### src/rtl/beta_writeback.sv
// Beta pipeline writeback stage: selects the write-back value, waits for
// outstanding load data with a timeout, and drives the register-file write
// port plus the bypass and pending-load information seen by decode.
module beta_writeback #(
  parameter int MEM_TIMEOUT = 16,  // max WAIT_MEM cycles before giving up (>= 1)
  parameter int XP_ADDR     = 30,  // exception-pointer register
  parameter int R31_ADDR    = 31   // hardwired-zero register, never written
) (
  input  logic        clock,
  input  logic        reset,
  input  logic        in_valid,
  output logic        in_ready,
  input  logic [4:0]  rc,
  input  logic [1:0]  wdsel,
  input  logic        werf,
  input  logic        exc,
  input  logic [31:0] pc_plus4,
  input  logic [31:0] alu_result,
  input  logic [31:0] mem_rdata,
  input  logic        mem_rvalid,
  output logic [4:0]  rf_wa,
  output logic [31:0] rf_wdata,
  output logic        rf_we,
  output logic        byp_valid,
  output logic [4:0]  byp_addr,
  output logic [31:0] byp_data,
  output logic        load_pending,
  output logic [4:0]  pend_addr,
  output logic        mem_timeout
);

  localparam int              CNT_W    = (MEM_TIMEOUT > 1) ? $clog2(MEM_TIMEOUT) : 1;
  localparam logic [CNT_W-1:0] CNT_LAST = CNT_W'(MEM_TIMEOUT - 1);
  localparam logic [4:0]       XP       = 5'(XP_ADDR);
  localparam logic [4:0]       R31      = 5'(R31_ADDR);

  typedef enum logic {
    S_IDLE     = 1'b0,
    S_WAIT_MEM = 1'b1
  } state_t;

  state_t           state_q, state_d;
  logic [CNT_W-1:0] cnt_q, cnt_d;
  logic [4:0]       pend_q, pend_d;
  logic [4:0]       rf_wa_q, rf_wa_d;
  logic [31:0]      rf_wdata_q, rf_wdata_d;
  logic             rf_we_q, rf_we_d;
  logic             timeout_q, timeout_d;

  logic        accept;
  logic        is_load;
  logic        do_write;
  logic [4:0]  dest;
  logic [31:0] sel_data;

  // Decode the retiring instruction: destination, write-back value, load-ness.
  always_comb begin
    // NOTE: every signal assigned in always_comb gets a default first so no
    // path leaves it unassigned; otherwise synthesis infers a latch.
    accept   = in_valid && (state_q == S_IDLE);
    dest     = exc ? XP : rc;
    do_write = werf || exc;
    is_load  = !exc && (wdsel == 2'd2) && werf;
    sel_data = alu_result;               // wdsel 1 and reserved 3 both pick the ALU
    if (exc || wdsel == 2'd0) begin
      sel_data = pc_plus4;
    end
  end

  // Next-state logic: accept, load wait with timeout, write-port update.
  always_comb begin
    state_d    = state_q;
    cnt_d      = cnt_q;
    pend_d     = pend_q;
    rf_wa_d    = rf_wa_q;               // address/data hold when no write issues
    rf_wdata_d = rf_wdata_q;
    rf_we_d    = 1'b0;
    timeout_d  = 1'b0;

    unique case (state_q)
      S_IDLE: begin
        if (accept) begin
          if (is_load) begin
            state_d = S_WAIT_MEM;
            cnt_d   = '0;
            pend_d  = dest;
          end else if (do_write && dest != R31) begin
            rf_we_d    = 1'b1;
            rf_wa_d    = dest;
            rf_wdata_d = sel_data;
          end
        end
      end
      S_WAIT_MEM: begin
        // Data arriving on the last allowed cycle still wins over the timeout.
        if (mem_rvalid) begin
          state_d = S_IDLE;
          if (pend_q != R31) begin
            rf_we_d    = 1'b1;
            rf_wa_d    = pend_q;
            rf_wdata_d = mem_rdata;
          end
        end else if (cnt_q == CNT_LAST) begin
          state_d   = S_IDLE;
          timeout_d = 1'b1;
        end else begin
          cnt_d = cnt_q + 1'b1;
        end
      end
      default: state_d = S_IDLE;
    endcase
  end

  // State and output registers; async reset drops any outstanding load.
  always_ff @(posedge clock or posedge reset) begin
    // NOTE: sequential state uses non-blocking assignments so every flop
    // samples the pre-edge values regardless of statement order.
    if (reset) begin
      state_q    <= S_IDLE;
      cnt_q      <= '0;
      pend_q     <= '0;
      rf_wa_q    <= '0;
      rf_wdata_q <= '0;
      rf_we_q    <= 1'b0;
      timeout_q  <= 1'b0;
    end else begin
      state_q    <= state_d;
      cnt_q      <= cnt_d;
      pend_q     <= pend_d;
      rf_wa_q    <= rf_wa_d;
      rf_wdata_q <= rf_wdata_d;
      rf_we_q    <= rf_we_d;
      timeout_q  <= timeout_d;
    end
  end

  assign in_ready     = (state_q == S_IDLE);
  assign load_pending = (state_q == S_WAIT_MEM);
  assign pend_addr    = pend_q;
  assign rf_we        = rf_we_q;
  assign rf_wa        = rf_wa_q;
  assign rf_wdata     = rf_wdata_q;
  assign byp_valid    = rf_we_q;
  assign byp_addr     = rf_wa_q;
  assign byp_data     = rf_wdata_q;
  assign mem_timeout  = timeout_q;

endmodule

### config.mk
export PLATFORM = sky130hd
export DESIGN_NAME = beta_writeback
export DESIGN_NICKNAME = d
export VERILOG_FILES = /design/src/rtl/beta_writeback.sv
export SDC_FILE = /design/constraint.sdc
export NUM_CORES = 1
export LEC_CHECK = 0
export CAP_MARGIN = 10
export CORE_ASPECT_RATIO = 0.5
export CORE_MARGIN = 2
export CORE_UTILIZATION = 39
export DETAILED_ROUTE_END_ITERATION = 8
export GPL_TIMING_DRIVEN = 0
export PLACE_DENSITY = 0.92
export SLEW_MARGIN = 0
export SYNTH_ARGS = -nofsm -noshare
export SYNTH_HDL_FRONTEND = slang
export SYNTH_SLANG_ARGS = --single-unit
### constraint.sdc
create_clock -name clock -period 4 [get_ports clock]
set_clock_uncertainty 0.2 [all_clocks]
set_input_delay 0.8 -clock clock [delete_from_list [all_inputs] [get_ports clock]]
set_output_delay 0.8 -clock clock [all_outputs]
set_load 0.05 [all_outputs]
# [Word level (Yosys, flattened, before mapping)]
# Cells that the tools add are included.
[classes] eq_ne=12 div=0 n_shift=0 multipliers=0 addsub=1 order_cmp=0 n_bitwise=1 n_reduce_logical=11 muxes=33
[op_table] cell="two-way mux 32 bit" n=6
[op_table] cell="one-hot mux 32 bit (2 select lines)" n=1
[op_table] cell="two-way mux 5 bit" n=6
[op_table] cell="two-way mux 4 bit" n=4
[op_table] cell="two-way mux 1 bit" n=12
[op_table] cell="!= test 5 bit (second input constant)" n=2
[op_table] cell="one-hot mux 5 bit (2 select lines)" n=1
[op_table] cell="!= test 2 x 1 -> 1 bit (second input constant)" n=4
[op_table] cell="!= test 2 bit (second input constant)" n=4
[op_table] cell="one-hot mux 4 bit (2 select lines)" n=1
[op_table] cell="AND reduction 5 bit" n=1
[op_table] cell="adder 4 x 1 -> 4 bit (second input constant)" n=1
[op_table] cell="== test 4 bit (second input constant)" n=1
[op_table] cell="logical AND 1 bit" n=4
[op_table] cell="one-hot mux 1 bit (2 select lines)" n=2
[op_table] cell="AND reduction 4 bit" n=1
[op_table] cell="AND reduction 3 bit" n=1
[op_table] cell="== test 2 bit (second input constant)" n=1
[op_table] cell="zero test 2 bit" n=1
[op_table] cell="logical OR 1 bit" n=2
[op_table] cell="zero test 1 bit" n=1
[op_table] cell="inverter 1 bit" n=1
[totals] out_inout_bits=84 ram_bits=0 register_bits=49 rom_bits=0 latch_bits=0 n_memories=0 inputBits=109

# [Depth between registers and ports, before layout]
# Gate-level depths: netlist of run 1.
[logic_depth] word_depth=7 mapped_depth=6 mapped_depth_nobuf=5

# [Least setup slack after synthesis of run 1]
# OpenSTA, ideal clock, no wires.
[synth_timing] kind="reg2out" start="register state_q (netlist: load_pending)" end="output port in_ready" stages_incl_launch_ff=4 arrival_time_ns=1.258 path_buffers=2 path_slack_ns=1.742 path_cell_list="dfrtp_1 > clkbuf_1 > buf_2 > inv_2"
[synth_between] elab_chain_len=1
[synth_lines] item="start: declaration" line_no="42" text="state_t state_q, state_d;"
[synth_lines] item="start signal: assignment" line_no="127" text="state_q <= state_d;"
[synth_lines] item="inverter 1 bit (no line)"
[synth_lines] item="end: declaration" line_no="12" text="output logic in_ready,"
# Every way passes these cells.

# [Worst setup path in the final report of run 1]
# Same ends and word-level chain as after synthesis.

==> out/metrics.csv, run 1 <==
stage,metric,value,unit
synth,synth_area_leaders,"dfrtp_1 (42%), mux2i_1 (11%), buf_4 (10%), mux2_1 (8.1%), o21ai_0 (6.5%)",
detailed_routing,avgViaCountPerCell,4.83,
job,maxCapViolCount,0,
grt,grt_pass1_vias,2855,
pwr,pwr-share-clk,16.7,%
sta,finalCriticalPeriod,3110,ps
detailed_routing,drc,0,
pwr,peakVddDrop,0.286,mV
floorplan,start_util,40.0,%
grt,grt_pass1_wl,14.7,mm
run_status,status,"finished, final reports clean",
grt,grt_use_total,23.1,%
detailed_routing,dr.pass1.iters,4,
synth,syn_inst,294,
clock_network,cts_sinks,49,
detailed_routing,ant_nets,0,
layout,final_cell_mix,"clkdlybuf4s50_1 (192), dfrtp_1 (49), nand2_1 (42), buf_4 (39), o21ai_0 (38)",
pwr,p_leak,2.20,nW
sta,worst_slew_margin_rel,63.2,%
floorplan,dieArea,8230,µm²
clock_network,clk_pin_slew,70,ps
grt,antenna_found_initial,0,
sta,max_freq,321,MHz
sta,rsz0062_at_grt,false,
pwr,internal_power,1.42,mW
layout,multi_input_area,1300,µm²
critical_path,setup.worst_path.start,load_pending,
critical_path,reg2reg_from,load_pending,
place,place_congestion,0.825,
detailed_routing,vias,2856,
critical_path,worstReg2RegEnd,byp_data[7],
critical_path,cp.required,3000,ps
floorplan,die_h,65.2,µm
sta,finalCritPeriodShare,77.9,%
sta,worst_pin_slew,551,ps
pwr,fin_total_pwr,2.56,mW
sta,finalSetupTns,0,ps
layout,layout_commonest_cell,clkdlybuf4s50_1,
synth,yosys.area.top_type,dfrtp_1,
place,dp.cells,583,
critical_path,cp.arrival,2110,ps
critical_path,crit_type,flop to output port,
pwr,powerDensity,500,nW/µm²
synth,synthMuxAreaShare,25.3,%
clock_network,post_cts_buffers,0,
clock_network,cts_made_buffers,5,
synth,synth.top_cell.area_share,42.0,%
synth,synth-compound-area-share,8.79,%
floorplan,io_pins,193,
layout,seq_area,1230,µm²
synth,ys_types,28,
pwr,seqPwrFrac,27.0,%
worst_hold_path,hp-class,flop to flop,
clock_network,hold_buffers,0,
clock_network,clock_latency,290,ps
clock_network,cts_root_buf,clkbuf_16,
grt,overflow,0,
floorplan,fp.dieW,126,µm
clock_network,cts_resized,0,
detailed_routing,detailedRoute.firstIterationViolations,167,
sta,finalMaxSlewViolations,0,
critical_path,crit_end,in_ready,
place,placed_area,4980,µm²
synth,synth-xor-area-share,0.600,%
synth,synth-warning-count,0,
synth,netlist_area,2920,µm²
pwr,combPwrFrac,56.3,%
layout,fillCellCount,505,
floorplan,core,7290,µm²
critical_path,worstPathMaxFanout,10,
clock_network,clockBufferDepth,2,
critical_path,worstRegToRegCells,5,
grt,grt_start_max_net_pins,33,
detailed_routing,post_drt_wl_per_cell,16.2,µm
synth,syn_nets,404,
sta,hold_viol_final,0,
detailed_routing,routed_wl,9.59,mm
layout,drive_gt1_share,15.2,%
synth,synthSimpleGateAreaFrac,9.52,%
clock_network,cts.htree.levels,2,
critical_path,regToRegSetupSlack,1870,ps
layout,nets,604,
synth,synth-seq-area-share,42.0,%
critical_path,worstSetupStartpointType,flop,
pwr,p_switching,1.15,mW
layout,final_area,5130,µm²
layout,stdcell_count,591,
sta,setup_violations,0,
worst_hold_path,hold_depth,1,
layout,diodes,0,
pwr,power_switching_share,44.8,%
synth,syn-mean-instance-area,9.92,µm²
layout,areaGrowthSynthToFinish,75.7,%
synth,synthAdderAreaFrac,0.429,%
critical_path,end_kind,output port,
synth,ys_ff_latch,49,
place,port_buffers,192,
synth,synth_top_family_by_area,multiplexers,
clock_network,tritoncts,built,
place,dp_hpwl,7.48,mm
floorplan,num_rows,22,
[registers in the layout (all words and copies together) (netlist names)]
signal,cells
cnt_q,4
byp_valid,1
byp_data,32
byp_addr,5
mem_timeout,1
load_pending,1
pend_addr,5
[power groups by stage]
stage	combinational, mW	sequential [mW]	clock (mW)
after floorplan	0.599	1.01	0
after global placement	1.42	0.697	0
after detailed placement	1.44	0.700	0
after CTS	1.45	0.694	0.435
after global routing	1.50	0.707	0.461
final	1.44	0.692	0.428
[routing by layer]
layer / global-route usage [%] / share of wire (%)
met1: 26.5 / 39
met2: 43.8 / 55
met5: 0 / 0
met3: 4.89 / 3.6
met4: 6.87 / 1.9
[layout make-up]
type / instances / area share, %
well taps: 96 / 2.34
flip-flops and latches: 49 / 23.9
repair buffers: 193 / 37.9
clock inverters: 3 / 0.415
multi-input cells: 186 / 25.4
inverters: 4 / 0.293
clock buffers: 5 / 2.44
plain buffers: 55 / 7.32
[worst min path at each step]
stage,from,slack (ps),end
2_1_floorplan,cnt_q[0],280,cnt_q[0]
3_3_place_gp,byp_data[17],290,byp_data[17]
3_5_place_dp,byp_data[26],310,byp_data[26]
4_1_cts,byp_data[26],330,byp_data[26]
5_1_grt,byp_data[24],350,byp_data[24]
6_report,byp_data[27],330,byp_data[27]
[cells by family (layout without fill, tap and decap cells)]
group	count (synthesis)	count (layout)
buffers and inverters	59	260
flip-flops	49	49
adder cells (fa/ha/maj)	1	1
AO/OA/AOI/OAI	48	48
multiplexers	69	69
XOR/XNOR	2	2
AND/OR/NAND/NOR	66	66
[per-stage QoR]
| stage | utilization (%) | setup slack [ps] | hold WS [ps] |
|---|---|---|---|
| floorplan | - | 1740 | 278 |
| global placement | 68.0 | 859 | 294 |
| detailed placement | 68.3 | 882 | 313 |
| CTS | 70.3 | 892 | 325 |
| global route | 70.3 | 788 | 346 |
| finish | 70.3 | 886 | 327 |
[worst max-delay path, stage by stage (launching register included)]
cell,delay [ps]
dfrtp_1,370
clkbuf_1,200
buf_2,240
inv_2,170
clkdlybuf4s50_1,830
[synth_stat cells]
cell type and number:
a21oi_1 5, and2_1 2, and3_1 1, buf_2 6, buf_4 39, buf_6 2
clkbuf_1 8, dfrtp_1 49, ha_1 1, inv_1 3, inv_2 1, mux2_1 21
mux2_2 16, mux2i_1 32, nand2_1 42, nand2b_1 2, nand3_1 6, nand4_1 1
nor2_1 9, nor2b_1 1, nor3_1 1, o211ai_1 1, o21ai_0 38, o21ai_1 2
o21bai_1 1, o41ai_2 1, or4_1 1, xnor2_1 2
No activity file was read; power rests on OpenSTA's default activity.
==> inputs of run 2 (changes only) <==
--- a/config.mk
+++ b/config.mk
@@ -8,10 +8,10 @@
 export CAP_MARGIN = 10
 export CORE_ASPECT_RATIO = 0.5
 export CORE_MARGIN = 2
-export CORE_UTILIZATION = 39
+export CORE_UTILIZATION = 33
 export DETAILED_ROUTE_END_ITERATION = 8
 export GPL_TIMING_DRIVEN = 0
-export PLACE_DENSITY = 0.92
+export PLACE_DENSITY = 0.84
 export SLEW_MARGIN = 0
 export SYNTH_ARGS = -nofsm -noshare
 export SYNTH_HDL_FRONTEND = slang
==> constraint.sdc (replaced) <==
create_clock -name clock -period 2.6 [get_ports clock]
set_clock_uncertainty 0.2 [all_clocks]
set_input_delay 0.52 -clock clock [delete_from_list [all_inputs] [get_ports clock]]
set_output_delay 0.52 -clock clock [all_outputs]
set_load 0.05 [all_outputs]
==> out/metrics.csv, run 2 (synthesis gave the netlist of run 1 again) <==
stage,metric,value,unit,change
clock_network,clk_pin_slew,70,ps,about the same
clock_network,clock_latency,290,ps,about the same
grt,grt_pass1_wl,14.1,mm,-4.3%
critical_path,cp_slowest_stage_delay,550,ps,-280 ps
critical_path,crit_end,in_ready,,
worst_hold_path,hp-class,flop to flop,,
floorplan,start_util,33.7,%,-6.3 points
floorplan,dieArea,9660,µm²,+17%
clock_network,cts_root_buf,clkbuf_16,,
critical_path,regToRegSetupSlack,600,ps,-1270 ps
critical_path,cp.arrival,1730,ps,-380 ps
critical_path,worstSetupStartpointType,flop,,
critical_path,slowest_stage,dlygate4sd2_1,,
pwr,peakVddDrop,0.440,mV,+54%
critical_path,crit_type,flop to output port,,
layout,areaGrowthSynthToFinish,77.4,%,
critical_path,worstReg2RegEnd,byp_data[13],,
detailed_routing,dr.pass1.iters,6,,+2
floorplan,die_h,70.5,µm,+8.2%
layout,final_cell_mix,"clkdlybuf4s50_1 (190), dfrtp_1 (49), nand2_1 (42), buf_4 (39), o21ai_0 (38)",,
sta,finalMaxSlewViolations,0,,unchanged
detailed_routing,detailedRoute.firstIterationViolations,111,,-34%
detailed_routing,drc,0,,unchanged
critical_path,worstRegToRegCells,4,,-1
layout,largest_reg_flops,32,,unchanged
floorplan,io_pins,193,,unchanged
sta,rsz0062_at_grt,false,,
critical_path,end_kind,output port,,
sta,worst_pin_slew,542,ps,-9.00 ps
floorplan,num_rows,24,,+9.1%
layout,diodes,0,,unchanged
detailed_routing,post_drt_wl_per_cell,14.9,µm,-8.5%
critical_path,worstPathMaxFanout,10,,unchanged
place,port_buffers,192,,unchanged
place,place_congestion,0.797,,-3.4%
critical_path,cp.required,1880,ps,-1120 ps
detailed_routing,routed_wl,9.08,mm,-5.4%
place,dp.cells,604,,+3.6%
layout,layout_commonest_cell,clkdlybuf4s50_1,,
layout,stdcell_count,611,,+3.4%
place,dp_hpwl,7.20,mm,-3.8%
grt,overflow,0,,unchanged
job,maxCapViolCount,0,,unchanged
grt,antenna_found_initial,0,,unchanged
clock_network,tritoncts,built,,
sta,hold_viol_final,0,,unchanged
clock_network,cts_made_buffers,5,,unchanged
clock_network,cts.htree.levels,2,,unchanged
sta,max_freq,407,MHz,
detailed_routing,avgViaCountPerCell,4.51,,-6.6%
clock_network,hold_buffers,0,,unchanged
layout,fillCellCount,753,,+49%
sta,setup_violations,0,,unchanged
clock_network,clockBufferDepth,2,,unchanged
critical_path,crit_chain,buf_2 -> inv_2 -> dlygate4sd2_1,,
critical_path,reg2reg_from,load_pending,,
clock_network,cts_sinks,49,,unchanged
layout,drive_gt1_share,15.2,%,+0.031 points
grt,grt_start_max_net_pins,29,,-12%
layout,nets,603,,-0.17%
detailed_routing,vias,2758,,-3.4%
floorplan,core,8650,µm²,+19%
sta,finalCritPeriodShare,94.4,%,
sta,finalCriticalPeriod,2450,ps,
sta,finalSetupTns,0,ps,unchanged
sta,worst_slew_margin_rel,63.8,%,+0.60 points
detailed_routing,ant_nets,0,,unchanged
pwr,powerDensity,777,nW/µm²,+55%
clock_network,post_cts_buffers,0,,unchanged
worst_hold_path,hold_depth,1,,unchanged
grt,grt_use_total,18.8,%,-4.2 points
grt,grt_pass1_vias,2717,,-4.8%
critical_path,setup.worst_path.start,load_pending,,
pwr,p_leak,2.22,nW,+0.95%
floorplan,fp.dieW,137,µm,+8.4%
run_status,status,"finished, final reports clean",,
-- run 2: layout make-up --
type	instances	area, µm²	area share (%)
buffer	54	372	7.18
tap	117	146	2.83
clock inverter	3	47.5	0.919
sequential	49	1230	23.7
timing repair buffer	193	1940	37.5
clock buffer	5	125	2.42
inverter	4	15.0	0.290
multi-input combinational	186	1300	25.1
-- run 2: worst min-delay path by stage --
stage | from | to | slack, ps
2_1_floorplan | cnt_q[0] | cnt_q[0] | 280
3_3_place_gp | byp_data[19] | byp_data[19] | 300
3_5_place_dp | byp_data[15] | byp_data[15] | 300
4_1_cts | byp_data[15] | byp_data[15] | 320
5_1_grt | byp_data[16] | byp_data[16] | 340
6_report | byp_data[15] | byp_data[15] | 320
-- run 2: power breakdown --
group	switching, mW	total (mW)	internal (mW)
registers	0.138	1.06	0.921
logic	1.30	2.20	0.897
clock network	0.307	0.768	0.461
total	1.74	4.02	2.28
-- run 2: metrics by stage --
step / power (mW) / area [µm²] / utilization (%) / hold slack [ps] / setup slack [ps]
6_report: 4.02 / 5180 / 59.9 / 316 / 145
3_3_place_gp: 3.25 / 4990 / 57.7 / 298 / -345
2_1_floorplan: 2.48 / 2920 / - / 278 / 464
5_1_grt: 4.19 / 5180 / 59.9 / 339 / 30.7
4_1_cts: 4.06 / 5180 / 59.9 / 324 / 2.70
3_5_place_dp: 3.28 / 5010 / 57.9 / 304 / -289
-- run 2: what timing repair did --
action	in CTS	in global routing
endpoints found under the hold margin	0	0
endpoints found under the setup margin	1	20
pin swaps	0	0
gates resized for setup	1	1
-- run 2: routing by layer --
metal / track usage (%) / share of wire, % / routed length [µm] / up-vias
li1: - / - / - / 1370
met1: 22.7 / 42 / 3770 / 1300
met2: 34.0 / 53 / 4790 / 75
met3: 3.70 / 4.2 / 383 / 13
met4: 5.38 / 1.4 / 131 / 0
met5: 0 / 0 / 0 / -
-- run 2: worst max-delay path: cells and delay by family, from the launching register on --
kind | cells | cell delay [ps]
buffers and inverters | 3 | 960
DFF | 1 | 480
==> inputs of run 3 (changes only) <==
--- a/config.mk
+++ b/config.mk
@@ -5,12 +5,14 @@
 export SDC_FILE = /design/constraint.sdc
 export NUM_CORES = 1
 export LEC_CHECK = 0
+export ABC_CLOCK_PERIOD_IN_PS = 2600
 export CAP_MARGIN = 10
 export CORE_ASPECT_RATIO = 0.5
 export CORE_MARGIN = 2
 export CORE_UTILIZATION = 33
 export DETAILED_ROUTE_END_ITERATION = 8
 export GPL_TIMING_DRIVEN = 0
+export MAX_ROUTING_LAYER = met4
 export PLACE_DENSITY = 0.84
 export SLEW_MARGIN = 0
 export SYNTH_ARGS = -nofsm -noshare
==> out/metrics.csv, run 3 (synthesis gave the netlist of run 1 again) <==
stage,metric,value,unit,change
worst_hold_path,whs_endpoint,byp_data[15],,
layout,layout_commonest_cell,clkdlybuf4s50_1,,
critical_path,worstRegToRegCells,4,,unchanged
place,dp_hpwl,7.20,mm,unchanged
layout,fillCellCount,753,,unchanged
layout,largest_reg_flops,32,,unchanged
clock_network,hold_buffers,0,,unchanged
pwr,peakVddDrop,0.440,mV,about the same
layout,diodes,0,,unchanged
sta,hold_viol_final,0,,unchanged
clock_network,cts.htree.levels,2,,unchanged
grt,grt_pass1_wl,14.1,mm,about the same
detailed_routing,met2WireLength,4.82,mm,+0.52%
critical_path,end_kind,output port,,
worst_hold_path,hold_depth,1,,unchanged
grt,grt_start_max_net_pins,29,,unchanged
run_status,status,"finished, final reports clean",,
pwr,powerDensity,778,nW/µm²,about the same
detailed_routing,routed-wl-met3,385,µm,+0.52%
detailed_routing,dr.pass1.iters,4,,-2
place,dp_slack,-289,ps,unchanged
sta,finalCritPeriodShare,94.5,%,+0.12 points
place,place_congestion,0.808,,+1.4%
detailed_routing,post_drt_wl_per_cell,14.9,µm,+0.14%
sta,worst_pin_slew,542,ps,+0.0200 ps
clock_network,clk_pin_slew,70,ps,about the same
clock_network,cts_root_buf,clkbuf_16,,
critical_path,worstSetupStartpointType,flop,,
clock_network,post_cts_buffers,0,,unchanged
floorplan,start_util,33.7,%,unchanged
layout,final_cell_mix,"clkdlybuf4s50_1 (190), dfrtp_1 (49), nand2_1 (42), buf_4 (39), o21ai_0 (38)",,
detailed_routing,ant_nets,0,,unchanged
sta,finalCriticalPeriod,2460,ps,+3.06 ps
detailed_routing,m1WireLength,3.77,mm,about the same
sta,setup_violations,0,,unchanged
floorplan,die_h,70.5,µm,unchanged
clock_network,clockBufferDepth,2,,unchanged
grt,grt_pass1_vias,2715,,-0.074%
detailed_routing,routed_wl,9.09,mm,+0.14%
clock_network,tritoncts,built,,
place,port_buffers,192,,unchanged
job,maxCapViolCount,0,,unchanged
floorplan,core,8650,µm²,unchanged
grt,antenna_found_initial,0,,unchanged
detailed_routing,vias,2758,,unchanged
layout,nets,603,,unchanged
layout,areaGrowthSynthToFinish,77.4,%,unchanged
floorplan,num_rows,24,,unchanged
sta,max_freq,407,MHz,-0.12%
detailed_routing,dr.max_layer_used,met4,,
critical_path,cp.required,1880,ps,about the same
worst_hold_path,hp-class,flop to flop,,
floorplan,fp.dieW,137,µm,unchanged
sta,finalMaxSlewViolations,0,,unchanged
sta,rsz0062_at_grt,false,,
grt,overflow,0,,unchanged
critical_path,regToRegSetupSlack,600,ps,about the same
floorplan,dieArea,9660,µm²,unchanged
layout,drive_gt1_share,15.2,%,unchanged
grt,grt_use_total,19.4,%,+0.57 points
clock_network,cts_sinks,49,,unchanged
detailed_routing,drc,0,,unchanged
clock_network,cts_made_buffers,5,,unchanged
pwr,p_leak,2.22,nW,unchanged
critical_path,cp.arrival,1740,ps,about the same
critical_path,reg2reg_from,load_pending,,
critical_path,worstPathMaxFanout,10,,unchanged
sta,worst_slew_margin_rel,63.8,%,about the same
sta,worst_slack,142,ps,-3.06 ps
floorplan,io_pins,193,,unchanged
critical_path,worstReg2RegEnd,byp_data[13],,
clock_network,clock_latency,290,ps,about the same
worst_hold_path,hp-start,byp_data[15],,
detailed_routing,detailedRoute.firstIterationViolations,111,,unchanged
detailed_routing,avgViaCountPerCell,4.51,,unchanged
critical_path,crit_type,flop to output port,,
pwr,fin_total_pwr,4.03,mW,about the same
-- run 3: critical path: stages (launching register included) --
cell and delay [ps]:
dfrtp_1 480, buf_2 240, inv_2 170, dlygate4sd2_1 550
-- run 3: worst max path at each step --
stage | startpoint | to | slack [ps] | cells past startpoint
final | load_pending | in_ready | 140 | 3
after global routing | load_pending | in_ready | 30 | 3
after CTS | load_pending | in_ready | 3 | 4
after detailed placement | exc | byp_data[13] | -290 | 7
after global placement | reset | byp_data[0] | -350 | 2
after floorplan | load_pending | byp_data[19] | 460 | 5
-- run 3: repair_timing --
item / CTS / global route
resized for setup: 1 / 1
endpoints found under the setup margin: 1 / 20
pin swaps: 0 / 0
hold endpoints to repair: 0 / 0
-- run 3: area by class of cell --
| cell class | instances | area [µm²] | share of cell area [%] |
|---|---|---|---|
| Buffer | 54 | 372 | 7.18 |
| Clock buffer | 5 | 125 | 2.42 |
| Clock inverter | 3 | 47.5 | 0.919 |
| Inverter | 4 | 15.0 | 0.290 |
| Multi-Input combinational cell | 186 | 1300 | 25.1 |
| Sequential cell | 49 | 1230 | 23.7 |
| Tap cell | 117 | 146 | 2.83 |
| Timing Repair Buffer | 193 | 1940 | 37.5 |
-- run 3: per-stage QoR --
stage               utilization, %  hold WS (ps)  setup TNS, ps  std cells  instance area (µm²)
floorplan                        -           278              0        294                 2920
global placement              57.7           298         -24530        603                 4990
detailed placement            57.9           304          -8380        604                 5010
CTS                           59.9           324              0        612                 5180
global route                  59.9           339              0        611                 5180
finish                        59.9           316              0        611                 5180
-- run 3: metal layers --
| layer | GRT usage, % | vias to the layer above |
|---|---|---|
| met5 | - | - |
| met4 | 5.04 | 0 |
| met3 | 3.63 | 13 |
| met2 | 34.2 | 72 |
| met1 | 22.9 | 1303 |
| li1 | - | 1370 |
-- run 3: where the power goes --
part / switching [mW] / internal, mW
sequential: 0.138 / 0.921
clock: 0.309 / 0.461
combinational: 1.30 / 0.897
